===== src/rtl/gate_pkg.sv =====
// Shared types and arithmetic helpers for the effect_gate_env soft noise gate.
package gate_pkg;

  typedef enum logic [2:0] {
    CLOSED  = 3'd0,
    ATTACK  = 3'd1,
    OPEN    = 3'd2,
    HOLD    = 3'd3,
    RELEASE = 3'd4
  } gate_state_e;

  // Magnitude of a sign-extended sample of width w; the most-negative code clamps to max positive.
  function automatic logic [31:0] abs_sat(input logic signed [31:0] x, input int unsigned w);
    logic signed [31:0] min_v;
    min_v = -(32'sd1 <<< (w - 1));
    if (x == min_v)
      return (32'd1 << (w - 1)) - 32'd1;
    else if (x < 0)
      return $unsigned(-x);
    else
      return $unsigned(x);
  endfunction

  function automatic logic [31:0] sat_add(input logic [31:0] a, input logic [31:0] b,
                                          input logic [31:0] lim);
    logic [31:0] s;
    s = a + b;
    return (s > lim) ? lim : s;
  endfunction

  function automatic logic [31:0] sat_sub(input logic [31:0] a, input logic [31:0] b);
    return (a > b) ? (a - b) : 32'd0;
  endfunction

endpackage


===== src/rtl/gate_gain_apply.sv =====
// Combinational signed sample times unsigned Q(GAIN_W) gain, floor-shifted back to sample width.
module gate_gain_apply #(
  parameter int DATA_W = 16,
  parameter int GAIN_W = 8
) (
  input  logic signed [DATA_W-1:0] i_sample,
  input  logic        [GAIN_W:0]   i_gain,
  output logic signed [DATA_W-1:0] o_sample
);
  localparam int PROD_W = DATA_W + GAIN_W + 2;

  logic signed [GAIN_W+1:0] w_gain_s;
  logic signed [PROD_W-1:0] w_prod;

  assign w_gain_s = $signed({1'b0, i_gain});
  assign w_prod   = PROD_W'(i_sample) * PROD_W'(w_gain_s);
  // Gain never exceeds unity, so the shifted product always fits the sample width.
  assign o_sample = DATA_W'(w_prod >>> GAIN_W);

endmodule


===== src/rtl/effect_gate_env.sv =====
// Soft noise gate: hysteresis thresholds, hold timer and linear attack/release gain ramps.
// Define EFFECT_GATE_METER_EN to expose registered o_state / o_gain meter outputs.
module effect_gate_env
  import gate_pkg::*;
#(
  parameter int DATA_W       = 16,
  parameter int LVL_W        = 3,
  parameter int THR_STEP     = 25,
  parameter int HYST         = 10,
  parameter int GAIN_W       = 8,
  parameter int ATK_STEP     = 64,
  parameter int REL_STEP     = 32,
  parameter int HOLD_SAMPLES = 4
) (
  input  logic                     i_clk,
  input  logic                     i_rst,
  input  logic                     i_valid,
  input  logic                     i_enable,
  input  logic        [LVL_W-1:0]  i_level,
  input  logic signed [DATA_W-1:0] i_data,
  output logic signed [DATA_W-1:0] o_data,
  output logic                     o_valid
`ifdef EFFECT_GATE_METER_EN
  ,
  output logic        [2:0]        o_state,
  output logic        [GAIN_W:0]   o_gain
`endif
);

  localparam int          HOLD_W    = (HOLD_SAMPLES > 1) ? $clog2(HOLD_SAMPLES) : 1;
  localparam logic [31:0] GAIN_FULL = 32'd1 << GAIN_W;
  localparam logic [31:0] ATK_W     = 32'(ATK_STEP);
  localparam logic [31:0] REL_W     = 32'(REL_STEP);
  localparam logic [31:0] HYST_W    = 32'(HYST);

  gate_state_e              r_state;
  logic        [GAIN_W:0]   r_gain;
  logic        [HOLD_W-1:0] r_hold;
  logic signed [DATA_W-1:0] r_data;
  logic                     r_valid;

  gate_state_e              w_state_next;
  logic        [31:0]       w_gain_next;
  logic        [HOLD_W-1:0] w_hold_next;
  logic        [31:0]       w_abs;
  logic        [31:0]       w_open_thr;
  logic        [31:0]       w_close_thr;
  logic        [31:0]       w_ramp_up;
  logic        [31:0]       w_ramp_dn;
  logic signed [DATA_W-1:0] w_scaled;

  assign w_abs       = abs_sat({{(32-DATA_W){i_data[DATA_W-1]}}, i_data}, DATA_W);
  assign w_open_thr  = 32'(i_level) * 32'(THR_STEP);
  assign w_close_thr = sat_sub(w_open_thr, HYST_W);
  assign w_ramp_up   = sat_add(32'(r_gain), ATK_W, GAIN_FULL);
  assign w_ramp_dn   = sat_sub(32'(r_gain), REL_W);

  always_comb begin
    w_state_next = r_state;
    w_gain_next  = 32'(r_gain);
    w_hold_next  = r_hold;
    if (!i_enable) begin
      // Bypass parks the gate fully open so re-enabling never ramps from silence.
      w_state_next = OPEN;
      w_gain_next  = GAIN_FULL;
      w_hold_next  = '0;
    end else begin
      unique case (r_state)
        CLOSED: begin
          w_gain_next = 32'd0;
          if (w_abs >= w_open_thr) begin
            w_state_next = ATTACK;
            w_gain_next  = sat_add(32'd0, ATK_W, GAIN_FULL);
          end
        end
        ATTACK: begin
          if (w_abs < w_close_thr) begin
            w_state_next = RELEASE;
            w_gain_next  = w_ramp_dn;
          end else begin
            w_gain_next = w_ramp_up;
            if (w_ramp_up == GAIN_FULL) w_state_next = OPEN;
          end
        end
        OPEN: begin
          w_gain_next = GAIN_FULL;
          if (w_abs < w_close_thr) begin
            w_state_next = HOLD;
            w_hold_next  = HOLD_W'(HOLD_SAMPLES - 1);
          end
        end
        HOLD: begin
          w_gain_next = GAIN_FULL;
          if (w_abs >= w_open_thr) begin
            w_state_next = OPEN;
          end else if (r_hold == '0) begin
            w_state_next = RELEASE;
            w_gain_next  = sat_sub(GAIN_FULL, REL_W);
          end else begin
            w_hold_next = r_hold - 1'b1;
          end
        end
        RELEASE: begin
          if (w_abs >= w_open_thr) begin
            w_gain_next  = w_ramp_up;
            w_state_next = (w_ramp_up == GAIN_FULL) ? OPEN : ATTACK;
          end else begin
            w_gain_next = w_ramp_dn;
            if (w_ramp_dn == 32'd0) w_state_next = CLOSED;
          end
        end
        default: begin
          w_state_next = CLOSED;
          w_gain_next  = 32'd0;
        end
      endcase
    end
  end

  gate_gain_apply #(
    .DATA_W(DATA_W),
    .GAIN_W(GAIN_W)
  ) u_gain_apply (
    .i_sample(i_data),
    .i_gain  ((GAIN_W+1)'(w_gain_next)),
    .o_sample(w_scaled)
  );

  always_ff @(posedge i_clk or posedge i_rst) begin
    if (i_rst) begin
      r_state <= CLOSED;
      r_gain  <= '0;
      r_hold  <= '0;
      r_data  <= '0;
      r_valid <= 1'b0;
    end else begin
      r_valid <= i_valid;
      if (i_valid) begin
        r_data  <= i_enable ? w_scaled : i_data;
        r_state <= w_state_next;
        r_gain  <= (GAIN_W+1)'(w_gain_next);
        r_hold  <= w_hold_next;
      end
    end
  end

  assign o_data  = r_data;
  assign o_valid = r_valid;

`ifdef EFFECT_GATE_METER_EN
  logic [2:0]      r_meter_state;
  logic [GAIN_W:0] r_meter_gain;

  always_ff @(posedge i_clk or posedge i_rst) begin
    if (i_rst) begin
      r_meter_state <= 3'(CLOSED);
      r_meter_gain  <= '0;
    end else if (i_valid) begin
      r_meter_state <= 3'(w_state_next);
      r_meter_gain  <= (GAIN_W+1)'(w_gain_next);
    end
  end

  assign o_state = r_meter_state;
  assign o_gain  = r_meter_gain;
`else
  // Default build carries no meter registers; audio path is unchanged.
`endif

endmodule


===== config.mk =====
export PLATFORM = sky130hd
export DESIGN_NAME = effect_gate_env
export DESIGN_NICKNAME = d
export VERILOG_FILES = /design/src/rtl/gate_pkg.sv /design/src/rtl/gate_gain_apply.sv /design/src/rtl/effect_gate_env.sv
export SDC_FILE = /design/constraint.sdc
export NUM_CORES = 1
export LEC_CHECK = 0
export CORE_ASPECT_RATIO = 0.8
export CORE_MARGIN = 1
export CORE_UTILIZATION = 40
export CTS_CLUSTER_SIZE = 16
export DETAILED_ROUTE_END_ITERATION = 10
export GPL_ROUTABILITY_DRIVEN = 1
export SYNTH_ARGS = -nofsm -noshare
export SYNTH_HDL_FRONTEND = slang
export SYNTH_SLANG_ARGS = --single-unit

===== constraint.sdc =====
create_clock -name i_clk -period 8.5 [get_ports i_clk]
set_clock_uncertainty 0.2 [all_clocks]
set_input_delay 1.7 -clock i_clk [delete_from_list [all_inputs] [get_ports i_clk]]
set_output_delay 1.7 -clock i_clk [all_outputs]
set_load 0.05 [all_outputs]

After elaboration in Yosys (flattened, before gate mapping)
Cells that the tools add are included.

Logic and storage cells: 66. Memory bits (writable): 0. Register bits: 31. Memories kept: 0. Output and inout port bits: 17. Latch bits: 0. Memory bits (read-only): 0.

Div/mod/pow operators: 0. $lt $le $gt $ge: 6. Shifts and indexed selects: 0. Add/subtract/negate cells: 5. $mul: 2. Muxes and demuxes: 29. Reduce and logical (&&, ||, !) cells: 5. Equal/unequal tests: 14. Bitwise logic cells: 0.

Operator list (number): $mux 32 (4); $mux 9 (5); $pmux 9 s5 (1); $ge 32x8->1 (1); $logic_not 32->1 (1); $lt 32x32->1 (1); $neg 16->32 (1); $mux 3 (9); $mul 16x10->24 (1); $eq 16x16->1 const B (1); $lt 16x1->1 const B (1); $mux 16 (1); $pmux 3 s5 (1); $ne 3x3->1 const B (4); $ne 4x4->1 const B (3); $add 9x7->10 const B (1); $eq 10x9->1 const B (1); $gt 10x9->1 const B (1); $mux 10 (1); $mux 2 (5); $sub 9x6->10 const B (1); $gt 9x6->1 const B (1); $sub 8x4->9 const B (1); $gt 8x4->1 const B (1); other kinds (12) (13).

Depth between registers and ports, before layout
Word-level depth: 9. Depth in mapped cells: 46. Gate-level depth less buffers: 43.

Hierarchy
From an unflattened synthesis, not the netlist that was laid out.

Cells, all modules: 994. Area total of the unflattened synthesis: 8431.8 um^2.

Modules (own cells, without submodules): gate_gain_apply (seq. area each 0.0 um^2, instances 1, area an instance 4842.1 um^2, cells each 551); effect_gate_env (seq. area each 775.7 um^2, instances 1, area an instance 3589.7 um^2, cells each 443).

Least setup slack after synthesis
No wires, ideal clock.

Path kind: input -> register. Start point: input port i_level[1]. End point: register r_data[12] (netlist: o_data[12]). Path buffers: 1. Stages: 39. Library setup time: 0.124 ns. Setup slack: -2.882 ns. Arrival time: 11.058 ns. Required time: 8.176 ns. Cell sequence: inv_1 > ha_1 > ha_1 > ha_1 > nor3b_1 > nand4_1 > ha_1 > a21oi_1 > o21ai_0 > a221oi_1 > nand4_1 > a21oi_1 > or2_1 > nand2_1 > a221o_1 > nand2_1 > clkbuf_1 > nor2_1 > [3 not listed] > fa_1 > inv_1 > fa_1 > inv_1 > ha_1 > a21oi_1 > o21bai_1 > a211oi_1 > o21bai_1 > a21oi_1 > nor2_1 > nand2_1 > nor4b_2 > o21a_1 > o211a_1 > a211oi_1 > nor3_1 > a211o_1.

Word-level cells in the longest chain between the ends: 9. Elaborated cells on any way between the ends: 14. Those cells by class: add/sub (1); mul (2); order compare (3); mux (8).

RTL lines: from (decl) (RTL line effect_gate_env.sv:19) `input logic [LVL_W-1:0] i_level,`; $mul 3x5->8 * (RTL line effect_gate_env.sv:53) `assign w_open_thr = 32'(i_level) * 32'(THR_STEP);`; $sub 8x4->9 or $gt 8x4->1 (tied branches) (RTL line gate_pkg.sv:32) `return (a > b) ? (a - b) : 32'd0;`; $mux 32 (RTL line gate_pkg.sv:32); $lt 32x32->1 (RTL line effect_gate_env.sv:77) `if (w_abs < w_close_thr) begin`; $mux 9 (RTL line effect_gate_env.sv:77); $pmux 9 s5 * (RTL line effect_gate_env.sv:68) `unique case (r_state)`; $mux 9 * (RTL line effect_gate_env.sv:62) `if (!i_enable) begin`; $mul 16x10->24 * (RTL line gate_gain_apply.sv:16) `assign w_prod = PROD_W'(i_sample) * PROD_W'(w_gain_s);`; $mux 16 * (RTL line effect_gate_env.sv:139) `r_data <= i_enable ? w_scaled : i_data;`; to (signal assigned) (RTL line effect_gate_env.sv:139); to (decl) (RTL line effect_gate_env.sv:39) `logic signed [DATA_W-1:0] r_data;`.

Mark *: on every way between the ends. The rest lies on a longest branch, timed or not. A chain may end at the register's enable or synchronous reset.

Worst setup path in the final report
Start point: input port i_data[0]. End point: register r_data[15] (netlist: o_data[15]).

Word-level cells in the longest chain between the ends: 9. Elaborated cells on any way between the ends: 15. Those cells by class: add/sub (1); mul (1); order compare (3); eq/ne (1); mux (9).

RTL lines: from (decl) (RTL line effect_gate_env.sv:20) `input logic signed [DATA_W-1:0] i_data,`; $neg 16->32 or $lt 16x1->1 (tied branches) (RTL line gate_pkg.sv:19, gate_pkg.sv:18); $mux 32 (RTL line gate_pkg.sv:18) `else if (x < 0)`; $mux 32 (RTL line gate_pkg.sv:16) `if (x == min_v)`; $ge 32x8->1 or $lt 32x32->1 (tied branches); $mux 9, or another cell as far along (RTL line effect_gate_env.sv:104) `if (w_abs >= w_open_thr) begin`; $pmux 9 s5 (RTL line effect_gate_env.sv:68); $mux 9 (RTL line effect_gate_env.sv:62); $mul 16x10->24 * (RTL line gate_gain_apply.sv:16); $mux 16 * (RTL line effect_gate_env.sv:139).

Marked as above.

==> impl_metrics.ini <==
[cells_and_area]
final_common_cell = buf_4
final_cell_mix = buf_4, inv_1, fa_1
fillCellCount = 1824
final_area_um2 = 11900
fin_nets = 1500
diodes = 0
register_area_um2 = 776
layout-drive-gt1-share_pct = 32.1
final_cells = 1525
multi_input_area_um2 = 7790
area_growth_syn_to_layout_pct = 42.0

[die]
ios = 40
rows = 47
core_um2 = 20600
die_w_um = 164
dieArea_um2 = 21600
initial_core_util_pct = 40.7
die_h_um = 132

[power]
pwr-share-comb_pct = 70.4
total_leakage_power_nw = 5.94
p_int_w = 0.000658
clkPwrFrac_pct = 13.8
switching_power_w = 0.000575
vdd_drop_max_mv = 0.102
seqPwrFrac_pct = 15.8
power.density_nw_per_um2 = 103
switching_share_pct = 46.6

[sta]
finalWorstSetupSlack_ns = -1.74
slew_violations = 0
rsz0062_at_grt = yes
fin_crit_sh_pct = 120
max_freq_ghz = 0.0977
setup_viol = 16
period_minus_slack_ns = 10.24
worst-slew-pin-transition_ns = 0.865
slew_headroom_pct = 42.3
finalHoldViolCount = 0

[status]
violations = negative setup slack
status = complete, but fails checks

[global_routing]
grt_max_degree = 47
gr-max-usage-layer = met2
use_met2_pct = 42.1
antenna_found_initial = 0
overflow = 0
track_usage_pct = 25.8
met1_usage_pct = 36.0
grt_pass1_vias = 8531
grt_pass1_wl_um = 43500
met3_usage_pct = 3.19

[worst_setup_path]
slowest_delay_ns = 0.63
critPathLaunchType = input pin
cpMostUsedCell = fa_1
critPathArrivalTime_ns = 10.25
path_class = input pin to flip-flop
worstPathRequired_ns = 8.51
path_max_fanout = 7
cp-end-kind = flip-flop
cp_slowest_cell = or4_4

[route]
vias = 8162
routedWlPerCell_um = 17.4
ant_nets = 0
drt-pass1-iter-count = 5
wirelength_um = 26600
vias_per_cell = 5.35
drtIter0Drc = 450
drcViolationCount = 0

[cts]
cts_tree = done
cts_root_buffer = clkbuf_16
clk_latency_ns = 0.28
cts_buffers = 5
htreeDepth = 2
numClockSinks = 31
cts_buffer_depth = 2
clkTransAtPathRegs_ns = 0.05

[placement]
place_inst = 1476
dpl_cell_area_um2 = 10700
pre_cts_slack_ns = -2.57
port_buffers = 39
place_congestion = 0.983
dp.final_hpwl_um = 20700

[logic_synthesis]
ys_seq_area_share_pct = 9.23
synth_cells = 1009
syn_area_per_cell_um2 = 8.33
synthFlopType = dfrtp_1
syn_area_um2 = 8400
synth-seq-cells = 31
synth.distinct_cells = 70
synthArstFlopShare_pct = 100
ys_warn_count = 0
synth_edf_count = 0

[run]
drv_cap = 0

[hold_path]
hp-class = flip-flop to flip-flop
## power by group through the flow
stage               logic [W]  clock network, W  registers [W]
global route         0.000958          0.000180       0.000199
detailed placement   0.000765                 0       0.000197
floorplan            0.000451                 0       0.000239
CTS                  0.000832          0.000173       0.000195
global placement     0.000762                 0       0.000197
finish               0.000868          0.000170       0.000195
## metrics by stage
step	power, W	hold slack (ns)	TNS [ns]	util (%)
floorplan	0.000690	0.307	-24.83	-
global placement	0.000960	0.300	-31.91	51.9
detailed placement	0.000962	0.301	-33.39	51.9
CTS	0.00120	0.318	-20.47	56.3
global route	0.00134	0.350	-26.24	57.8
finish	0.00123	0.321	-21.14	57.8
## what timing repair did
action | in CTS | in global routing
hold buffers | 0 | 0
resized for setup | 153 | 64
setup endpoints to repair | 16 | 16
pin swaps | 111 | 67
setup buffers | 35 | 12
endpoints found under the hold margin | 0 | 0
gates cloned | 1 | 0
## worst max-delay path: cells and delay by family
| kind | cells | cell delay (ns) |
|---|---|---|
| AND/OR/NAND/NOR | 9 | 1.88 |
| multiplexers | 2 | 0.43 |
| adder cells (fa/ha/maj) | 7 | 3.07 |
| buffers and inverters | 6 | 0.60 |
| AO/OA/AOI/OAI | 13 | 2.55 |
## cell usage after synthesis, drive strengths merged, types with 4 or more instances
cell / count / share of area [%]
nand4: 12 / 0.89
dfrtp: 31 / 9.2
a21o: 6 / 0.54
xnor2: 24 / 2.5
mux2i: 6 / 0.71
and3: 27 / 2.1
buf: 4 / 0.39
o211ai: 8 / 0.71
a31oi: 14 / 1.1
o31ai: 7 / 0.91
nand2: 105 / 4.7
or3: 7 / 0.52
a211oi: 8 / 0.71
xor2: 6 / 0.63
ha: 106 / 16
nor2: 74 / 3.4
nor2b: 7 / 0.52
a21oi: 43 / 2.6
clkbuf: 42 / 1.9
a211o: 5 / 0.52
inv: 161 / 7.2
o21ai: 41 / 2.5
and2: 47 / 3.5
o21a: 12 / 1.1
o41ai: 6 / 0.80
nand2b: 8 / 0.60
fa: 114 / 27
nor3: 18 / 1.1
nand3: 15 / 0.95
or4: 4 / 0.36
## sequential cells by signal, summed over array words and instances, names as in the netlist
register and cells:
o_data 16, r_hold 2, o_valid 1, r_gain 9, r_state 3
## per-layer routing
| layer | part of all wire (%) | wire, µm |
|---|---|---|
| met5 | 0 | 0 |
| met2 | 47 | 12400 |
| met3 | 5.4 | 1450 |
| met4 | 2.5 | 669 |
| met1 | 45 | 12100 |
## final timing paths
check                                       start                endpoint  slack (ns)  depth (start not counted)
min                         o_data[8]$_DFFE_PP0P_   o_data[8]$_DFFE_PP0P_        0.32                          2
max reg2reg                r_state[0]$_DFFE_PP0P_  o_data[15]$_DFFE_PP0P_        0.84                         29
min in group asynchronous                   i_rst   r_gain[5]$_DFFE_PP0P_        1.61                          3
max in group asynchronous                   i_rst   o_data[5]$_DFFE_PP0P_        6.18                          3
max                                     i_data[0]  o_data[15]$_DFFE_PP0P_       -1.74                         37
min reg2reg                 o_data[8]$_DFFE_PP0P_   o_data[8]$_DFFE_PP0P_        0.32                          2
## area by class of cell
cell class | instances | share of cell area, %
Clock buffer | 6 | 1.08
Tap cell | 269 | 2.82
Sequential cell | 31 | 6.50
Timing Repair Buffer | 272 | 18.9
Multi-Input combinational cell | 785 | 65.3
Inverter | 162 | 5.33
## kinds of logic after synthesis
family | share of synthesized area (%)
simple gates | 20.1
fa+ha+maj | 42.9
buf+inv | 9.50
compound gates | 14.2
flops | 9.23
xor+xnor | 3.13
mux | 0.849
other cells | 0.0446
(Power assumes the default switching activity.)
